===== src/rtl/flow_meter_pkg.sv =====
// Shared types, constants and threshold helper for the airflow effort-level meter.
package flow_meter_pkg;

  typedef enum logic {
    CAL = 1'b0,
    RUN = 1'b1
  } meterState_t;

  localparam int LED_MAX     = 7;
  localparam int STEP_OFFSET = 16;
  localparam int LEVEL_W     = 3;
  localparam int STEP_W      = 11;
  localparam int CMP_W       = 14;

  // Level = number of thresholds k*step (k = 1..LED_MAX) the average reaches.
  function automatic logic [LEVEL_W-1:0] calcLevel(input logic [CMP_W-1:0] avg,
                                                   input logic [7:0]       peso);
    logic [STEP_W-1:0]  step;
    logic [LEVEL_W-1:0] lvl;
    step = {1'b0, peso, 2'b00} + STEP_W'(STEP_OFFSET);
    lvl  = '0;
    for (int k = 1; k <= LED_MAX; k++) begin
      if (avg >= CMP_W'(k) * CMP_W'(step)) lvl = lvl + LEVEL_W'(1);
    end
    return lvl;
  endfunction

endpackage


===== src/rtl/flow_avg_window.sv =====
// Sliding window of the last 2^AVG_LOG2 net samples with a running sum.
module flow_avg_window
  import flow_meter_pkg::*;
#(
  parameter int SAMPLE_W = 12,
  parameter int AVG_LOG2 = 3
) (
  input  logic                         iClk,
  input  logic                         iReset_n,
  input  logic                         iCE,
  input  logic                         iClear,
  input  logic                         iValid,
  input  logic [SAMPLE_W-1:0]          ivIn,
  output logic [SAMPLE_W+AVG_LOG2-1:0] ovSum,
  output logic                         oSumValid
);

  localparam int DEPTH = 1 << AVG_LOG2;
  localparam int SUM_W = SAMPLE_W + AVG_LOG2;

  logic [SAMPLE_W-1:0] winBuf [DEPTH];
  logic [AVG_LOG2-1:0] wrPtr;

  always_ff @(posedge iClk or negedge iReset_n) begin
    if (!iReset_n) begin
      for (int i = 0; i < DEPTH; i++) winBuf[i] <= '0;
      wrPtr     <= '0;
      ovSum     <= '0;
      oSumValid <= 1'b0;
    end else if (iCE) begin
      if (iClear) begin
        for (int i = 0; i < DEPTH; i++) winBuf[i] <= '0;
        wrPtr     <= '0;
        ovSum     <= '0;
        oSumValid <= 1'b0;
      end else begin
        oSumValid <= iValid;
        if (iValid) begin
          // Intermediate may wrap; the final sum of DEPTH entries always fits.
          ovSum          <= ovSum + SUM_W'(ivIn) - SUM_W'(winBuf[wrPtr]);
          winBuf[wrPtr]  <= ivIn;
          wrPtr          <= wrPtr + AVG_LOG2'(1);
        end
      end
    end
  end

endmodule


===== src/rtl/flow_level_meter.sv =====
// Airflow sample to 3-bit LED effort level: baseline calibration, window average, thresholds.
// Optional peak hold on ovLED is enabled by defining FLOW_PEAK_HOLD_EN.
//
// state | meaning
// CAL   | accumulating 2^AVG_LOG2 raw samples to form the baseline
// RUN   | baseline-subtracted samples feed the window and level output
module flow_level_meter
  import flow_meter_pkg::*;
#(
  parameter int SAMPLE_W   = 12,
  parameter int AVG_LOG2   = 3,
  parameter int HOLD_TICKS = 1000
) (
  input  logic                iClk,
  input  logic                iReset_n,
  input  logic                iCE,
  input  logic                iSample_Valid,
  input  logic [SAMPLE_W-1:0] ivSample,
  input  logic                iCal,
  input  logic [7:0]          ivPeso,
  output logic [LEVEL_W-1:0]  ovLED,
  output logic                oLevel_Valid,
  output logic                oCal_Busy
);

  localparam int SUM_W = SAMPLE_W + AVG_LOG2;

  meterState_t         state;
  logic [AVG_LOG2-1:0] calCnt;
  logic [SUM_W-1:0]    calSum;
  logic [SUM_W-1:0]    calTotal;
  logic [SAMPLE_W-1:0] baseline;
  logic [SAMPLE_W:0]   netDiff;
  logic [SAMPLE_W-1:0] netSample;
  logic                accept;
  logic                calReq;
  logic                winValid;
  logic                winClear;
  logic [SUM_W-1:0]    winSum;
  logic                sumValid;
  logic [LEVEL_W-1:0]  levelNext;

  assign accept    = iCE & iSample_Valid;
  assign calReq    = iCE & iCal;
  assign calTotal  = calSum + SUM_W'(ivSample);
  assign netDiff   = {1'b0, ivSample} - {1'b0, baseline};
  assign netSample = netDiff[SAMPLE_W] ? '0 : netDiff[SAMPLE_W-1:0];
  assign winValid  = (state == RUN) & accept & ~iCal;
  // Window is emptied on entry to RUN and whenever recalibration starts.
  assign winClear  = (state == RUN) ? calReq : (accept & ~iCal & (calCnt == '1));
  assign levelNext = calcLevel(CMP_W'(winSum >> AVG_LOG2), ivPeso);

  flow_avg_window #(
    .SAMPLE_W (SAMPLE_W),
    .AVG_LOG2 (AVG_LOG2)
  ) uWindow (
    .iClk      (iClk),
    .iReset_n  (iReset_n),
    .iCE       (iCE),
    .iClear    (winClear),
    .iValid    (winValid),
    .ivIn      (netSample),
    .ovSum     (winSum),
    .oSumValid (sumValid)
  );

`ifdef FLOW_PEAK_HOLD_EN
  localparam int HOLD_W = $clog2(HOLD_TICKS + 1);
  localparam logic [HOLD_W-1:0] HOLD_LOAD = HOLD_W'(HOLD_TICKS);
  logic [HOLD_W-1:0] holdCnt;
`endif

  always_ff @(posedge iClk or negedge iReset_n) begin
    if (!iReset_n) begin
      state        <= CAL;
      calCnt       <= '0;
      calSum       <= '0;
      baseline     <= '0;
      ovLED        <= '0;
      oLevel_Valid <= 1'b0;
      oCal_Busy    <= 1'b1;
`ifdef FLOW_PEAK_HOLD_EN
      holdCnt      <= '0;
`endif
    end else if (!iCE) begin
      oLevel_Valid <= 1'b0;
    end else begin
      oLevel_Valid <= 1'b0;
      case (state)
        CAL: begin
          if (iCal) begin
            calCnt <= '0;
            calSum <= '0;
          end else if (iSample_Valid) begin
            if (calCnt == '1) begin
              baseline  <= SAMPLE_W'(calTotal >> AVG_LOG2);
              calCnt    <= '0;
              calSum    <= '0;
              state     <= RUN;
              oCal_Busy <= 1'b0;
            end else begin
              calCnt <= calCnt + AVG_LOG2'(1);
              calSum <= calTotal;
            end
          end
        end
        RUN: begin
          if (iCal) begin
            state     <= CAL;
            oCal_Busy <= 1'b1;
            calCnt    <= '0;
            calSum    <= '0;
            ovLED     <= '0;
`ifdef FLOW_PEAK_HOLD_EN
            holdCnt   <= '0;
`endif
          end else begin
            oLevel_Valid <= sumValid;
`ifdef FLOW_PEAK_HOLD_EN
            // A higher level beats an expiry landing in the same tick.
            if (sumValid && (levelNext > ovLED)) begin
              ovLED   <= levelNext;
              holdCnt <= HOLD_LOAD;
            end else if (ovLED != '0) begin
              if (holdCnt <= HOLD_W'(1)) begin
                ovLED   <= ovLED - LEVEL_W'(1);
                holdCnt <= HOLD_LOAD;
              end else begin
                holdCnt <= holdCnt - HOLD_W'(1);
              end
            end else if (holdCnt != '0) begin
              holdCnt <= holdCnt - HOLD_W'(1);
            end
`else
            if (sumValid) ovLED <= levelNext;
`endif
          end
        end
        default: state <= CAL;
      endcase
    end
  end

endmodule


===== config.mk =====
export PLATFORM = sky130hd
export DESIGN_NAME = flow_level_meter
export DESIGN_NICKNAME = d
export VERILOG_FILES = /design/src/rtl/flow_meter_pkg.sv /design/src/rtl/flow_avg_window.sv /design/src/rtl/flow_level_meter.sv
export SDC_FILE = /design/constraint.sdc
export NUM_CORES = 1
export LEC_CHECK = 0
export CORE_MARGIN = 1.5
export CORE_UTILIZATION = 40
export CTS_CLUSTER_SIZE = 24
export DETAILED_ROUTE_END_ITERATION = 8
export DONT_BUFFER_PORTS = 1
export SKIP_CTS_REPAIR_TIMING = 1
export SLEW_MARGIN = 20
export SYNTH_ARGS = -nofsm -noshare
export SYNTH_HDL_FRONTEND = slang
export SYNTH_SLANG_ARGS = --single-unit

===== constraint.sdc =====
create_clock -name iClk -period 7.16 [get_ports iClk]
set_clock_uncertainty 0.1 [all_clocks]
set_input_delay 0.358 -clock iClk [delete_from_list [all_inputs] [get_ports iClk]]
set_output_delay 0.358 -clock iClk [all_outputs]
set_load 0.005 [all_outputs]

### Yosys cells after proc, flatten, opt, wreduce, memory -nomap -nowiden

Index checks and enable logic that the tools add are counted.

| storage, ports and cells | value |
|---|---|
| bits in registers | 151 |
| output and inout bits | 5 |
| logic and storage cells | 114 |

| operators by class | value |
|---|---|
| $add $sub $neg | 13 |
| multipliers | 4 |
| $lt $le $gt $ge | 9 |
| eq/ne operators | 6 |
| multiplexer cells | 47 |
| bitwise operators | 9 |
| reductions and logical operators | 8 |

Operator list:

| kind | count |
|---|---|
| two-way mux 96 bit | 2 |
| bitwise mux 96 bit | 1 |
| two-way mux 15 bit | 6 |
| two-way mux 12 bit | 4 |
| greater-or-equal comparator 12 x 14 -> 1 bit | 3 |
| two-way mux 3 bit | 14 |
| binary-select mux 12 bit (select 3 bit) | 1 |
| demux 12 bit (select 3 bit) | 1 |
| adder 15 x 12 -> 15 bit | 2 |
| one-hot mux 15 bit (2 select lines) | 1 |
| multiplier 3 x 11 -> 14 bit (first input constant) | 2 |
| greater-or-equal comparator 12 x 13 -> 1 bit | 2 |
| multiplier 2 x 11 -> 13 bit (first input constant) | 2 |
| adder 3 x 1 -> 3 bit (second input constant) | 7 |
| subtractor 15 x 12 -> 15 bit | 1 |
| two-way mux 1 bit | 14 |
| subtractor 12 x 12 -> 13 bit | 1 |
| greater-or-equal comparator 12 x 11 -> 1 bit | 1 |
| greater-or-equal comparator 12 bit | 1 |
| adder 10 x 5 -> 11 bit (second input constant) | 1 |
| AND reduction 5 bit | 2 |
| != test 2 bit (second input constant) | 4 |
| AND 1 bit | 6 |
| one-hot mux 3 bit (2 select lines) | 1 |
| 12 further kinds | 16 |

### Longest topological paths before layout

| depth | value |
|---|---|
| depth in word-level cells | 17 |
| mapped depth | 34 |
| gate-level depth less buffers | 33 |

### Cells and area by module

Synthesis repeated with hierarchy kept, for this count alone.

| second synthesis, totals | value |
|---|---|
| cells, all modules | 1,313 |
| area total of the unflattened synthesis | 12,474.5 µm² |

By module, submodules not included:

| module | times used | cells each | area an instance (µm²) | seq. area each (µm²) |
|---|---|---|---|---|
| flow_avg_window | 1 | 655 | 6,846.6 | 2,877.8 |
| flow_level_meter | 1 | 658 | 5,627.9 | 902.1 |

### Worst setup path before layout

No wires, ideal clock.

| timing path | value |
|---|---|
| kind | input to register |
| start | in ivPeso[2] |
| end | reg ovLED[2] |
| arrival | 6,776 ps |
| path slack | 151 ps |
| stages | 31 |
| path buffers | 0 |
| cell sequence | ha_1 > xnor2_1 > inv_1 > ha_1 > and3_1 > a32o_2 > o311a_1 > nor3_2 > xor2_1 > ha_1 > or3_1 > o21ai_0 > o32ai_1 > o31a_1 > mux2i_1 > inv_1 > ha_1 > nand2_1 > o21ai_2 > ha_1 > inv_1 > a21oi_1 > ha_1 > nor2_1 > a31oi_1 > o31a_1 > ha_1 > nand2_1 > xnor3_1 > xnor2_1 > o211ai_1 |

| between the ends | value |
|---|---|
| word-level cells in the longest chain between the ends | 17 |
| elaborated cells on any way between the ends | 27 |
| those cells by class | add/sub: 7; mul: 4; order compare: 7; mux: 9 |

RTL lines:

| element | RTL line | source |
|---|---|---|
| from (decl) | flow_level_meter.sv:20 | `input logic [7:0] ivPeso,` |
| adder 10 x 5 -> 11 bit (*) | flow_meter_pkg.sv:20 | `step = {1'b0, peso, 2'b00} + STEP_W'(STEP_OFFSET);` |
| branches (longest 13 deep; another with multiplier 2 x 11 -> 13 bit) | -- |  |
| two-way mux 3 bit (*) | flow_meter_pkg.sv:23 | `if (avg >= CMP_W'(k) * CMP_W'(step)) lvl = lvl + LEVEL_W'(1);` |
| two-way mux 3 bit (*) | flow_level_meter.sv:135 | `if (sumValid) ovLED <= levelNext;` |
| two-way mux 3 bit (*) | flow_level_meter.sv:108 | `if (iCal) begin` |
| to (signal assigned) | flow_level_meter.sv:135 |  |
| to (decl) | flow_level_meter.sv:21 | `output logic [LEVEL_W-1:0] ovLED,` |

Mark *: on every way between the ends. The select of a mux whose other input is x is not followed.
A chain may end at the register's enable or synchronous reset.

### Worst setup path in the final report

Ends and elaborated chain as after synthesis.

==> results.py <==
metrics = {
    "die": {
        "die_w_um": 173.2,
        "start_util": 0.4049,
        "dieArea_mm2": 0.03001,
        "rows": 62,
        "core_area_mm2": 0.02863,
        "die_h_um": 173.2,
        "io_pins": 30,
    },
    "final_layout": {
        "nets": 1371,
        "finish.utilization": 0.4457,
        "drive_gt1_frac": 0.09736,
        "antenna_cells": 0,
        "final_area_mm2": 0.01276,
        "area_growth_pct": 10.07,
    },
    "yosys": {
        "synth_area_mm2": 0.01159,
        "synth_warnings": 0,
        "synthCells": 1195,
        "synth_nets": 1367,
        "synthArstFlopShare": 1.000,
        "ys.flop_type": "dfrtp_1",
        "ys_seq_area_frac": 0.3261,
        "synth_edf_count": 0,
        "syn_area_per_cell_um2": 9.700,
        "ys_ff_latch": 151,
        "ys_types": 81,
    },
    "power": {
        "total_power_mw": 2.455,
        "p_per_area_mw_per_mm2": 192.4,
        "p_leak_nw": 5.857,
        "peakVddDrop_v": 0.0001497,
    },
    "critical_path": {
        "critPathBufInv": 3,
        "r2r-start": "baseline[0]",
        "crit_top_cell": "ha_1",
        "max_stage_delay_ns": 0.41,
        "cp_slowest_cell": "or3_1",
        "arrival_ns": 6.75,
        "startpoint_type": "input pin",
        "crit_family": "adder cells",
        "worstSetupPathType": "input pin to register",
        "critPathCaptureType": "register",
        "cp-startpoint": "ivPeso[2]",
        "cp_data_required_time_ns": 7.36,
        "critical_path_peak_fanout": 17,
    },
    "timing": {
        "fmax_mhz": 152.7,
        "tns_ns": 0,
        "slew_headroom": 0.3605,
        "setup_violations": 0,
        "holdWs_ns": 0.01735,
        "slew_violations": 0,
        "hold_viol": 0,
        "rsz0062_at_grt": "false",
        "post-route-period-util": 0.9148,
        "period_minus_slack_ns": 6.550,
        "worst_slew_pin_slew_ns": 0.9593,
    },
    "drt": {
        "wirelength_mm": 29.74,
        "drtPass1Iterations": 5,
        "viasPerCell": 5.765,
        "drc": 0,
        "drt_iter0_drc": 529,
        "wl_per_cell_um": 18.64,
        "via_count": 9201,
        "detail-route-antenna-nets": 0,
    },
    "place": {
        "port_buffers": 0,
        "dpl_cell_area_mm2": 0.01211,
        "gp_congestion": 0.8417,
        "hpwl_mm": 21.25,
    },
    "grt": {
        "use_met2": 0.3377,
        "gr-max-usage-layer": "met2",
        "grt_pass1_vias": 9382,
        "grt_use_met1": 0.2753,
        "gr-usage-met3": 0.02785,
        "grt_max_degree": 152,
        "grt_pass1_wl_mm": 49.26,
        "antenna_found_initial": 0,
        "grt.overflow.total": 0,
        "track_usage": 0.2042,
    },
    "clock_tree": {
        "htree_levels": 4,
        "cts_root_buf": "clkbuf_16",
        "clock-sinks": 151,
        "cts_buffers": 17,
        "clk_path_buf_depth": 2,
        "clk_latency_ns": 0.42,
        "cts.reportedPaths.clkPinSlew_ns": 0.06,
        "cts_tree": "yes",
    },
    "hold_path": {
        "holdCritPathClass": "input pin to register",
        "holdCritStartpoint": "iCal",
    },
    "outcome": {
        "status": "complete, no violations",
    },
    "run": {
        "drv_cap": 0,
    },
}
## cells in the mapped netlist (all sizes together), types with 11 or more instances
master / number / share of area
clkbuf: 40 / 0.013
xor2: 14 / 0.011
nor2b: 12 / 0.0065
a211oi: 12 / 0.0082
o21bai: 16 / 0.010
o21a: 13 / 0.0084
ha: 128 / 0.14
inv: 83 / 0.027
buf: 11 / 0.0049
mux2i: 16 / 0.014
mux2: 14 / 0.014
nor3: 24 / 0.012
xnor2: 52 / 0.040
dfrtp: 150 / 0.32
a21o: 17 / 0.011
a22o: 103 / 0.078
o22ai: 16 / 0.0086
a21oi: 68 / 0.029
fa: 19 / 0.033
nor2: 63 / 0.021
mux4: 14 / 0.027
o21ai: 62 / 0.027
nand2: 89 / 0.029
a31oi: 11 / 0.0059
nand3: 23 / 0.0099
## power by group
group	switching, mW	internal (mW)	total, mW
sequential	0.0190	0.873	0.892
combinational	0.399	0.297	0.695
clock	0.368	0.500	0.868
## worst register-to-register path: stages (launching register included)
cell       delay [ns]
dfrtp_1          0.34
ha_1             0.16
inv_1            0.05
fa_1             0.40
a21o_1           0.18
a21oi_1          0.20
o21ai_0          0.11
a21oi_1          0.23
o21ai_0          0.12
a21oi_1          0.22
o21ai_0          0.10
a21oi_1          0.25
o21ai_1          0.30
and2_1           0.40
fa_1             0.56
fa_1             0.48
a21o_1           0.18
a21oi_1          0.27
o21bai_1         0.13
a21o_1           0.22
a21oi_1          0.20
o21ai_0          0.18
a2111oi_2        0.48
or3_1            0.21
a31oi_1          0.07
o21ai_0          0.17
o21ai_0          0.10
## layout make-up
cell class,count,area (um2)
clock buffers,19,452.9
clock inverters,13,122.6
fillers,2711,15870
inverters,84,315.3
multi-input cells,909,7307
flip-flops and latches,151,3780
well taps,384,480.5
repair buffers,36,300.3
## sequential cells by signal (all words and copies together) (netlist names)
register and flops:
ovLED 3, state 1, oCal_Busy 1, calSum 15
uWindow.oSumValid 1, oLevel_Valid 1, baseline 12, calCnt 3
uWindow.ovSum 15, uWindow.wrPtr 3, uWindow.winBuf 96
## final timing paths
| kind | endpoint | slack (ns) | depth (start not counted) |
|---|---|---|---|
| max | ovLED[2] | 0.61 | 31 |
| min | oCal_Busy | 0.02 | 2 |
| max reg2reg | uWindow.ovSum[14] | 0.65 | 26 |
| min reg2reg | oCal_Busy | 0.38 | 2 |
| max in group asynchronous | uWindow.winBuf[20] | 5.85 | 2 |
| min in group asynchronous | calSum[7] | 0.48 | 2 |
## cells by family (layout without fill, tap and decap cells)
kind of cell	Yosys count	in the layout	synth area share
buffers and inverters	135	152	0.04501
flip-flops	151	151	0.3261
AND/OR/NAND/NOR	268	268	0.1114
AO/OA/AOI/OAI	380	380	0.2351
XOR/XNOR	68	68	0.05505
adder cells (fa/ha/maj)	149	149	0.1727
multiplexers	44	44	0.05462
## stage by stage
| stage | cells | worst slack, ns |
|---|---|---|
| global placement | 1559 | 0.3760 |
| CTS | 1591 | 0.3535 |
| detailed placement | 1559 | 0.2175 |
| finish | 1596 | 0.6103 |
| global route | 1596 | 0.1007 |
| floorplan | 1195 | 0.1510 |
## metal layers
layer,up-vias,wire [um]
met5,-,0
met2,212,14260
met3,48,1023
met1,4526,13810
met4,0,653
li1,4415,-
## placed cells by master (no fill, tap or decap), types with 21 or more instances in the layout
master	count
nand2_1	88
dfrtp_1	150
a22o_1	103
nor2_1	60
nor3_1	21
nand3_1	23
ha_1	128
a21oi_1	68
o21ai_0	56
buf_4	31
xnor2_1	51
inv_1	82
Power figures use the tool's default switching activity.
